==> src/rtl/wb_csr_mem_bridge.sv <==
// Wishbone classic slave: byte-maskable CSR bank plus a forwarded memory window with timeout.
// Optional IRQ status register enabled by defining WB_CSR_MEM_BRIDGE_IRQ_EN.
module wb_csr_mem_bridge #(
    parameter logic [31:0] ADDR_OFFSET = 32'h3000_0000,
    parameter logic [31:0] ADDR_SPAN   = 32'h0001_0000,
    parameter int unsigned NUM_CSR     = 4,
    parameter logic [31:0] MEM_OFFSET  = 32'h0000_0040,
    parameter int unsigned MEM_AW      = 10,
    parameter int unsigned TIMEOUT     = 255
) (
    input  logic                   wb_clk_i,
    input  logic                   wb_rst_i,
    input  logic                   wb_cyc_i,
    input  logic                   wb_stb_i,
    input  logic                   wb_we_i,
    input  logic [3:0]             wb_sel_i,
    input  logic [31:0]            wb_adr_i,
    input  logic [31:0]            wb_dat_i,
    output logic                   wb_ack_o,
    output logic                   wb_err_o,
    output logic [31:0]            wb_dat_o,
    output logic [32*NUM_CSR-1:0]  csr_o,
    output logic [NUM_CSR-1:0]     csr_wr_o,
    input  logic [NUM_CSR-1:0]     csr_clr_i,
    output logic                   mem_req_o,
    output logic                   mem_we_o,
    output logic [MEM_AW-1:0]      mem_addr_o,
    output logic [3:0]             mem_be_o,
    output logic [31:0]            mem_wdata_o,
    input  logic [31:0]            mem_rdata_i,
    input  logic                   mem_ack_i,
    output logic                   irq_o
);

    localparam int unsigned CNT_W   = (TIMEOUT > 1) ? $clog2(TIMEOUT) : 1;
    localparam int unsigned TO_LAST = (TIMEOUT > 0) ? TIMEOUT - 1 : 0;
    localparam logic [31:0] CSR_END = 32'(4 * NUM_CSR);
    localparam logic [32:0] MEM_END = {1'b0, MEM_OFFSET} + (33'd4 << MEM_AW);

    typedef enum logic [1:0] {S_IDLE, S_DECODE, S_MEM_WAIT, S_RESP} state_t;

    state_t state, state_nxt;

    logic [31:0]          adr_q, wdat_q;
    logic [3:0]           sel_q;
    logic                 we_q, abandon_q;
    logic [CNT_W-1:0]     cnt_q;

    logic [31:0]          adr_d, wdat_d;
    logic [3:0]           sel_d;
    logic                 we_d, abandon_d;
    logic [CNT_W-1:0]     cnt_d;
    logic                 ack_d, err_d, req_d, mwe_d;
    logic [31:0]          rdat_d, mwd_d;
    logic [MEM_AW-1:0]    maddr_d;
    logic [3:0]           mbe_d;
    logic [32*NUM_CSR-1:0] csr_d;
    logic [NUM_CSR-1:0]   csr_wr_d;

    logic [31:0] off, mem_off;
    logic        in_span, csr_hit, irq_hit, mem_hit, dec_err;
    logic        start, timeout_hit, abandon_now;

`ifdef WB_CSR_MEM_BRIDGE_IRQ_EN
    logic [1:0] irq_stat_q, irq_stat_d, stat_set, stat_clr;
`endif

    assign start       = wb_cyc_i & wb_stb_i & ~wb_ack_o & ~wb_err_o;
    assign timeout_hit = (TIMEOUT != 0) && (cnt_q == CNT_W'(TO_LAST));
    assign abandon_now = abandon_q | ~wb_cyc_i;

    // Address decode of the latched request
    always_comb begin
        off     = adr_q - ADDR_OFFSET;
        mem_off = off - MEM_OFFSET;
        in_span = (adr_q >= ADDR_OFFSET) && (off < ADDR_SPAN);
        csr_hit = in_span && (off < CSR_END);
`ifdef WB_CSR_MEM_BRIDGE_IRQ_EN
        irq_hit = in_span && (off == CSR_END);
`else
        irq_hit = 1'b0;
`endif
        mem_hit = in_span && (off >= MEM_OFFSET) && ({1'b0, off} < MEM_END);
        dec_err = (adr_q[1:0] != 2'b00) || !(csr_hit || irq_hit || mem_hit);
    end

    always_ff @(posedge wb_clk_i) begin
        if (!wb_rst_i) state <= S_IDLE;
        else           state <= state_nxt;
    end

    always_comb begin
        state_nxt = state;
        case (state)
            S_IDLE:     if (start) state_nxt = S_DECODE;
            S_DECODE:   state_nxt = (!dec_err && mem_hit) ? S_MEM_WAIT : S_RESP;
            S_MEM_WAIT: if (mem_ack_i || timeout_hit) state_nxt = abandon_now ? S_IDLE : S_RESP;
            default:    state_nxt = S_IDLE;
        endcase
    end

    // Next values of every registered output and datapath register
    always_comb begin
        adr_d     = adr_q;
        wdat_d    = wdat_q;
        sel_d     = sel_q;
        we_d      = we_q;
        abandon_d = abandon_q;
        cnt_d     = cnt_q;
        ack_d     = 1'b0;
        err_d     = 1'b0;
        rdat_d    = 32'h0;
        req_d     = mem_req_o;
        mwe_d     = mem_we_o;
        maddr_d   = mem_addr_o;
        mbe_d     = mem_be_o;
        mwd_d     = mem_wdata_o;
        csr_wr_d  = '0;
        csr_d     = csr_o;
`ifdef WB_CSR_MEM_BRIDGE_IRQ_EN
        stat_set  = 2'b00;
        stat_clr  = 2'b00;
`endif
        for (int k = 0; k < int'(NUM_CSR); k++) begin
            if (csr_clr_i[k]) csr_d[32*k +: 32] = 32'h0;
        end

        case (state)
            S_IDLE: begin
                if (start) begin
                    adr_d     = wb_adr_i;
                    wdat_d    = wb_dat_i;
                    sel_d     = wb_sel_i;
                    we_d      = wb_we_i;
                    abandon_d = 1'b0;
                end
            end
            S_DECODE: begin
                if (dec_err) begin
                    err_d = 1'b1;
`ifdef WB_CSR_MEM_BRIDGE_IRQ_EN
                    stat_set[1] = 1'b1;
`endif
                end else if (csr_hit) begin
                    ack_d = 1'b1;
                    for (int k = 0; k < int'(NUM_CSR); k++) begin
                        if (off[31:2] == 30'(k)) begin
                            if (we_q) begin
                                // Bus lanes override a same-edge clear
                                for (int b = 0; b < 4; b++) begin
                                    if (sel_q[b]) csr_d[32*k + 8*b +: 8] = wdat_q[8*b +: 8];
                                end
                                csr_wr_d[k] = |sel_q;
                            end else begin
                                rdat_d = csr_o[32*k +: 32];
                            end
                        end
                    end
`ifdef WB_CSR_MEM_BRIDGE_IRQ_EN
                end else if (irq_hit) begin
                    ack_d = 1'b1;
                    if (we_q) begin
                        if (sel_q[0]) stat_clr = wdat_q[1:0];
                    end else begin
                        rdat_d = {30'h0, irq_stat_q};
                    end
`endif
                end else begin
                    req_d   = 1'b1;
                    mwe_d   = we_q;
                    maddr_d = MEM_AW'(mem_off >> 2);
                    mbe_d   = sel_q;
                    mwd_d   = wdat_q;
                    cnt_d   = '0;
                end
            end
            S_MEM_WAIT: begin
                abandon_d = abandon_now;
                if (mem_ack_i) begin
                    req_d = 1'b0;
                    if (!abandon_now) begin
                        ack_d = 1'b1;
                        if (!we_q) rdat_d = mem_rdata_i;
                    end
                end else if (timeout_hit) begin
                    req_d = 1'b0;
`ifdef WB_CSR_MEM_BRIDGE_IRQ_EN
                    stat_set[0] = 1'b1;
`endif
                    if (!abandon_now) err_d = 1'b1;
                end else begin
                    cnt_d = cnt_q + CNT_W'(1);
                end
            end
            default: ;
        endcase
`ifdef WB_CSR_MEM_BRIDGE_IRQ_EN
        irq_stat_d = (irq_stat_q & ~stat_clr) | stat_set;
`endif
    end

    always_ff @(posedge wb_clk_i) begin
        if (!wb_rst_i) begin
            adr_q       <= 32'h0;
            wdat_q      <= 32'h0;
            sel_q       <= 4'h0;
            we_q        <= 1'b0;
            abandon_q   <= 1'b0;
            cnt_q       <= '0;
            wb_ack_o    <= 1'b0;
            wb_err_o    <= 1'b0;
            wb_dat_o    <= 32'h0;
            csr_o       <= '0;
            csr_wr_o    <= '0;
            mem_req_o   <= 1'b0;
            mem_we_o    <= 1'b0;
            mem_addr_o  <= '0;
            mem_be_o    <= 4'h0;
            mem_wdata_o <= 32'h0;
        end else begin
            adr_q       <= adr_d;
            wdat_q      <= wdat_d;
            sel_q       <= sel_d;
            we_q        <= we_d;
            abandon_q   <= abandon_d;
            cnt_q       <= cnt_d;
            wb_ack_o    <= ack_d;
            wb_err_o    <= err_d;
            wb_dat_o    <= rdat_d;
            csr_o       <= csr_d;
            csr_wr_o    <= csr_wr_d;
            mem_req_o   <= req_d;
            mem_we_o    <= mwe_d;
            mem_addr_o  <= maddr_d;
            mem_be_o    <= mbe_d;
            mem_wdata_o <= mwd_d;
        end
    end

`ifdef WB_CSR_MEM_BRIDGE_IRQ_EN
    always_ff @(posedge wb_clk_i) begin
        if (!wb_rst_i) begin
            irq_stat_q <= 2'b00;
            irq_o      <= 1'b0;
        end else begin
            irq_stat_q <= irq_stat_d;
            irq_o      <= |irq_stat_d;
        end
    end
`else
    assign irq_o = 1'b0;
`endif

endmodule

==> config.mk <==
export PLATFORM = sky130hd
export DESIGN_NAME = wb_csr_mem_bridge
export DESIGN_NICKNAME = d
export VERILOG_FILES = /design/src/rtl/wb_csr_mem_bridge.sv
export SDC_FILE = /design/constraint.sdc
export NUM_CORES = 1
export LEC_CHECK = 0
export ABC_AREA = 1
export CORE_ASPECT_RATIO = 1.1
export CORE_MARGIN = 2
export CORE_UTILIZATION = 50
export CTS_CLUSTER_SIZE = 24
export DETAILED_ROUTE_END_ITERATION = 16
export PLACE_DENSITY = 0.81
export SLEW_MARGIN = 20
export SYNTH_ARGS = -nofsm -noshare
export SYNTH_HDL_FRONTEND = slang
export SYNTH_SLANG_ARGS = --single-unit
==> constraint.sdc <==
create_clock -name wb_clk_i -period 2.34 [get_ports wb_clk_i]
set_clock_uncertainty 0.1 [all_clocks]
set_input_delay 0.468 -clock wb_clk_i [delete_from_list [all_inputs] [get_ports wb_clk_i]]
set_output_delay 0.468 -clock wb_clk_i [all_outputs]
set_load 0.05 [all_outputs]
# Yosys cells after proc, flatten, opt, wreduce, memory -nomap -nowiden
# Cells that the tools add are included.
# totals
register_bits	294
word_cells	154
out_inout_bits	215
input_bits	110
# op_classes
muxes	72
order_cmp	5
n_bitwise	15
eq_ne	13
n_addsub	3
n_reduce_logical	26
# ops
operator	n
$mux W32	25
$mux W128	3
$mux W8	20
$pmux W32 S2	1
$eq A30 B2 Y1 const B	2
$ge A32 B30 Y1 const B	1
$ge A32 B7 Y1 const B	1
$lt A32 B13 Y1 const B	1
$lt A32 B17 Y1 const B	1
$lt A32 B5 Y1 const B	1
$sub A32 B30 Y32 const B	1
$eq A30 B1 Y1 const B	1
$logic_not A30 Y1	1
$reduce_or A5 Y1	4
$pmux W8 S2	1
$mux W1	14
$ne A2 B2 Y1 const B	6
$sub A12 B7 Y12 const B	1
$not A1 Y1	11
$add A8 B1 Y8 const B	1
$eq A8 B8 Y1 const B	1
$pmux W1 S2	4
$mux W2	3
$pmux W2 S3	1
other kinds (15)	28

# Logic depth before layout (Yosys ltp)
# depth
word_depth	12
ltp_mapped	16
ltp_nobuf	15

# Worst setup path after synthesis
# No wires, ideal clock.
# synth_path
path_type	flip-flop to flip-flop
startpoint	register adr_q[6]
endpoint	register csr_o[54]
path_stages_with_launch	15
n_path_buf	1
required_ps	2127
synth_period_minus_slack_ps	2083
setup_ps	113
setup_slack_ps	257
t_arrival_ps	1870
path_cell_list	dfxtp_1 inv_1 ha_1 nand3_1 nor2_2 inv_1 nor2_2 nand2_2 nor2_1 inv_2 nor2_4 buf_6 nand2_1 nand2_1 nor2_1
# synth_between
elab_chain_cells	10
word_cells_on_any_way	18
cone_classes	add/sub (1); order compare (5); eq/ne (1); mux (4); reduce/logical (7)
# synth_rtl
item	line_no	source
start, declared	44	logic [31:0] adr_q, wdat_q;
start signal, assigned	221	adr_q <= adr_d;
$sub A32 B30 Y32	74	off = adr_q - ADDR_OFFSET;
$lt A32 B17 Y1	76	in_span = (adr_q >= ADDR_OFFSET) && (off < ADDR_SPAN);
$logic_and A1 B1 Y1	76	
$logic_and A1 B1 Y1 (2 in series)	83	mem_hit = in_span && (off >= MEM_OFFSET) && ({1'b0, off} < MEM_END);
$logic_or A1 B1 Y1	84	dec_err = (adr_q[1:0] != 2'b00) || !(csr_hit || irq_hit || mem_hit);
$logic_not A1 Y1	84	
$logic_or A1 B1 Y1	84	
$mux W128 *	139	if (dec_err) begin
$mux W128 *	128	case (state)
end signal, assigned	230	csr_o <= csr_d;
end, declared	22	output logic [32*NUM_CSR-1:0] csr_o,
# Mark *: on every way between the ends. The rest lies on a longest branch, timed or not.
# A chain may end at the register's enable or synchronous reset.

# Final worst setup path
# layout_path
startpoint	register adr_q[12]
endpoint	register wb_dat_o[8]
# layout_between
elab_chain_cells	12
word_cells_on_any_way	27
cone_classes	add/sub (1); order compare (5); eq/ne (3); mux (10); reduce/logical (8)
# layout_rtl
item	line_no	source
parallel branches: the longest is 10 deep, another holds $sub A32 B30 Y32	-	
$mux W32 *	139	
$pmux W32 S2 *	128	
end signal, assigned	229	wb_dat_o <= rdat_d;
end, declared	21	output logic [31:0] wb_dat_o,
# Mark *: on every way between the ends.

==> summary.md <==
| Metric | Value |
|---|---|
| Worst slew pin tran | `0.833 ns` |
| Leak pwr | `8.35 nW` |
| Placed Area | `about 0.017 mm2` |
| R2r endpoint | `wb_dat_o[8]$_SDFF_PN0_` |
| FF-to-FF Start | `adr_q[12]$_SDFFE_PN0P_` |
| Final Max Tran Viols | `0` |
| Mapped Avg Cell Area | `7.00 um2` |
| Final instance area | `0.0182 mm2` |
| Worst vdd ir | `0.762 mV` |
| Pin count of the biggest net entering global routing | `60` |
| Clock tree buffer depth | `3` |
| RSZ-0062 raised after global routing | `yes` |
| # IOs | `approximately 330` |
| Die H | `173 um` |
| Critical Path RT | `2.67 ns` |
| Syn. warnings | `0` |
| Core Area | `0.0253 mm2` |
| Register area share after synthesis | `0.456` |
| Rel. slew slack | `0.444` |
| Layout Cells excl Fill | `2,532` |
| Worst Path Class, Setup | `reg2reg` |
| Startpoint types | `flip-flop` |
| Crit path from | `adr_q[12]$_SDFFE_PN0P_` |
| Drt pass-1 iters | `5` |
| MaxCap Viol Count | `0` |
| Crit path to | `wb_dat_o[8]$_SDFF_PN0_` |
| DRC viols | `0` |
| Die ar. | `about 0.027 mm2` |
| Antenna viol nets, final | `0` |
| Netlist cell types | `43` |
| Placed cell count | `roughly 2,500` |
| Layout cells sized above 1 | `0.0965` |
| HP Class | `in2reg` |
| #FFs+latches synth | `294` |
| # setup viols final | `0` |
| Die Wd | `157 um` |
| CTS tree | `yes` |
| DP HPWL | `around 32,000 um` |
| Worst R2R Setup Slack | `roughly 0.026 ns` |
| Syn Std Cell Area | `0.0129 mm2` |
| Post-synthesis net count | `around 2,000` |
| R2R depth | `11` |
| Final worst path period share | `0.989` |
| Outcome | `completed` |
| Initial antenna violation count | `1` |
| Initial DRC count | `1,054` |
| Setup crit end kind | `flip-flop` |
| First-pass GRT wire length | `66,500 um` |
| Nets | `2,281` |
| Root buffer cell | `clkbuf_16` |
| Fin. Hold Viols | `0` |
| Final min period | `~2.3 ns` |
| Ant. Diodes | `0` |
| Initial core utilization | `0.510` |
| Vias in the first global route | `12,275` |
| Total number of vias | `13,480` |
| Worst-path clk slew | `0.06 ns` |
| Data arrival time of the worst path | `about 2.6 ns` |
| Synth Instances | `1,846` |
| Finished Core Util | `0.717` |
| H-tree depth | `1` |
| CTS Buf Count | `30` |
| Vias/cell | `around 5.3` |
| Achievable Freq | `around 0.43 GHz` |
| Grt ovf | `0` |
| Final wirelength | `about 44,000 um` |
| PD cells | `713 mW/mm2` |
| Synth-to-Final Area Change | `40.7%` |
| Routed len/inst | `17.4 um` |
| GPL Wtd Cong | `0.926` |
| Hold buffer count at cts | `0` |
| Final hold slack | `~0.21 ns` |
| PortBufs | `323` |
| Clk_lat worst skew | `0.57 ns` |
| Worst-path maximum fanout | `29` |
| CTS sink cnt | `294` |
| Site Rows | `between 60 and 70` |
| Total global routing track utilization | `0.307` |
==> worst min-delay path by stage <==
stage / startpoint / endpoint / slack [ns] / cells after the start
2_1_floorplan: adr_q[0]$_SDFFE_PN0P_ / adr_q[0]$_SDFFE_PN0P_ / 0.33 / 2
5_1_grt: wb_rst_i / wdat_q[28]$_SDFFE_PN0P_ / 0.21 / 3
3_3_place_gp: adr_q[0]$_SDFFE_PN0P_ / adr_q[0]$_SDFFE_PN0P_ / 0.34 / 2
3_5_place_dp: adr_q[0]$_SDFFE_PN0P_ / adr_q[0]$_SDFFE_PN0P_ / 0.35 / 2
4_1_cts: wb_rst_i / mem_req_o$_SDFFE_PN0P_ / 0.19 / 3
6_report: wb_rst_i / mem_req_o$_SDFFE_PN0P_ / 0.21 / 3
==> cell usage in the layout, fill, tap and decap left out, types with 3 or more instances in the layout <==
cell / instances
clkdlybuf4s50_1: 207
clkbuf_1: 9
nand2_1: 371
nor3_1: 8
clkbuf_16: 33
xnor2_1: 3
inv_1: 131
nand2_2: 14
inv_2: 9
clkinv_2: 10
buf_12: 15
dfxtp_1: 292
clkbuf_8: 5
dlymetal6s2s_1: 54
a21oi_1: 225
nor2_1: 273
nor2_2: 13
dlygate4sd2_1: 53
ha_1: 7
xor2_1: 8
o21ai_1: 8
buf_4: 61
nand4_1: 20
buf_6: 4
nand3_1: 87
o211ai_1: 24
nor2_4: 16
nand3_2: 6
o21ai_0: 183
==> registers in the layout, indices dropped and copies added, names as in the netlist, 8 cells and up <==
register,count
adr_q,32
cnt_q,8
csr_o,128
mem_addr_o,10
mem_wdata_o,32
wb_dat_o,32
wdat_q,32
==> cell usage after synthesis (all sizes together) <==
cell type	n	area [um2]
a31o	1	8.76
a21boi	1	7.51
o21a	2	15.0
nand3	95	503
inv	144	541
o21ai	191	956
a41oi	1	8.76
ha	9	113
o211ai	24	180
conb	1	3.75
o21bai	3	26.3
nor3b	1	7.51
clkbuf	82	308
dfxtp	294	5890
nor4	1	6.26
clkinv	2	7.51
a21oi	226	1130
xnor2	3	26.3
nor2	301	1210
nor3	10	55.1
xor2	8	70.1
buf	33	195
o211a	1	10.0
nand4	22	159
nand2b	1	6.26
nand3b	1	7.51
nand2	388	1470
==> logic make-up after synthesis <==
family                   synth area share
buffers and inverters              0.0813
AND/OR/NAND/NOR                     0.265
flip-flops                          0.456
XOR/XNOR                          0.00746
adder cells (fa/ha/maj)           0.00872
AO/OA/AOI/OAI                       0.182
other                            0.000290
==> what timing repair did <==
item                                    4_1_cts  5_1_grt
gates resized for setup                      67      110
endpoints found under the setup margin      144      254
cloned                                        1        4
buffers inserted                              5       11
pin swaps                                     5       13
==> where the power goes <==
group	switching, mW	internal [mW]	leakage [nW]
clock	2.02	2.75	0.487
sequential	0.320	5.30	2.38
combinational	1.68	0.904	5.48
==> metrics by stage <==
| step | setup TNS (ns) | power [mW] | setup WS, ns |
|---|---|---|---|
| finish | 0 | 13.0 | 0.0261 |
| global route | -0.996 | 13.5 | -0.0706 |
| CTS | -0.0106 | 12.8 | -0.0106 |
| detailed placement | -3.53 | 8.05 | -0.104 |
| global placement | 0 | 7.99 | 0.0125 |
| floorplan | 0 | 7.04 | 0.257 |
==> critical path: stages, from the launching register on <==
cell      delay (ns)
dfxtp_1         0.34
nor2_1          0.17
nand2_1         0.15
nor2_2          0.17
nand2_2         0.11
inv_2           0.08
nand3_2         0.19
buf_12          0.25
o211ai_1        0.28
nand3_1         0.12
nand2_1         0.14
a21oi_1         0.08
==> layer usage <==
| metal | track usage | part of all wire |
|---|---|---|
| met5 | 0 | 0 |
| met4 | 0.127 | 0.040 |
| met3 | 0.0697 | 0.099 |
| met2 | 0.471 | 0.44 |
| met1 | 0.415 | 0.42 |
==> area by class of cell <==
type / count / area (um2)
flip-flops and latches: 294 / 5890
multi-input cells: 1292 / 6200
fillers: 2065 / 7160
clock buffers: 44 / 853
clock inverters: 12 / 125
repair buffers: 398 / 4120
well taps: 346 / 433
inverters: 146 / 563
Note: power is estimated with default switching activity, not from simulation.
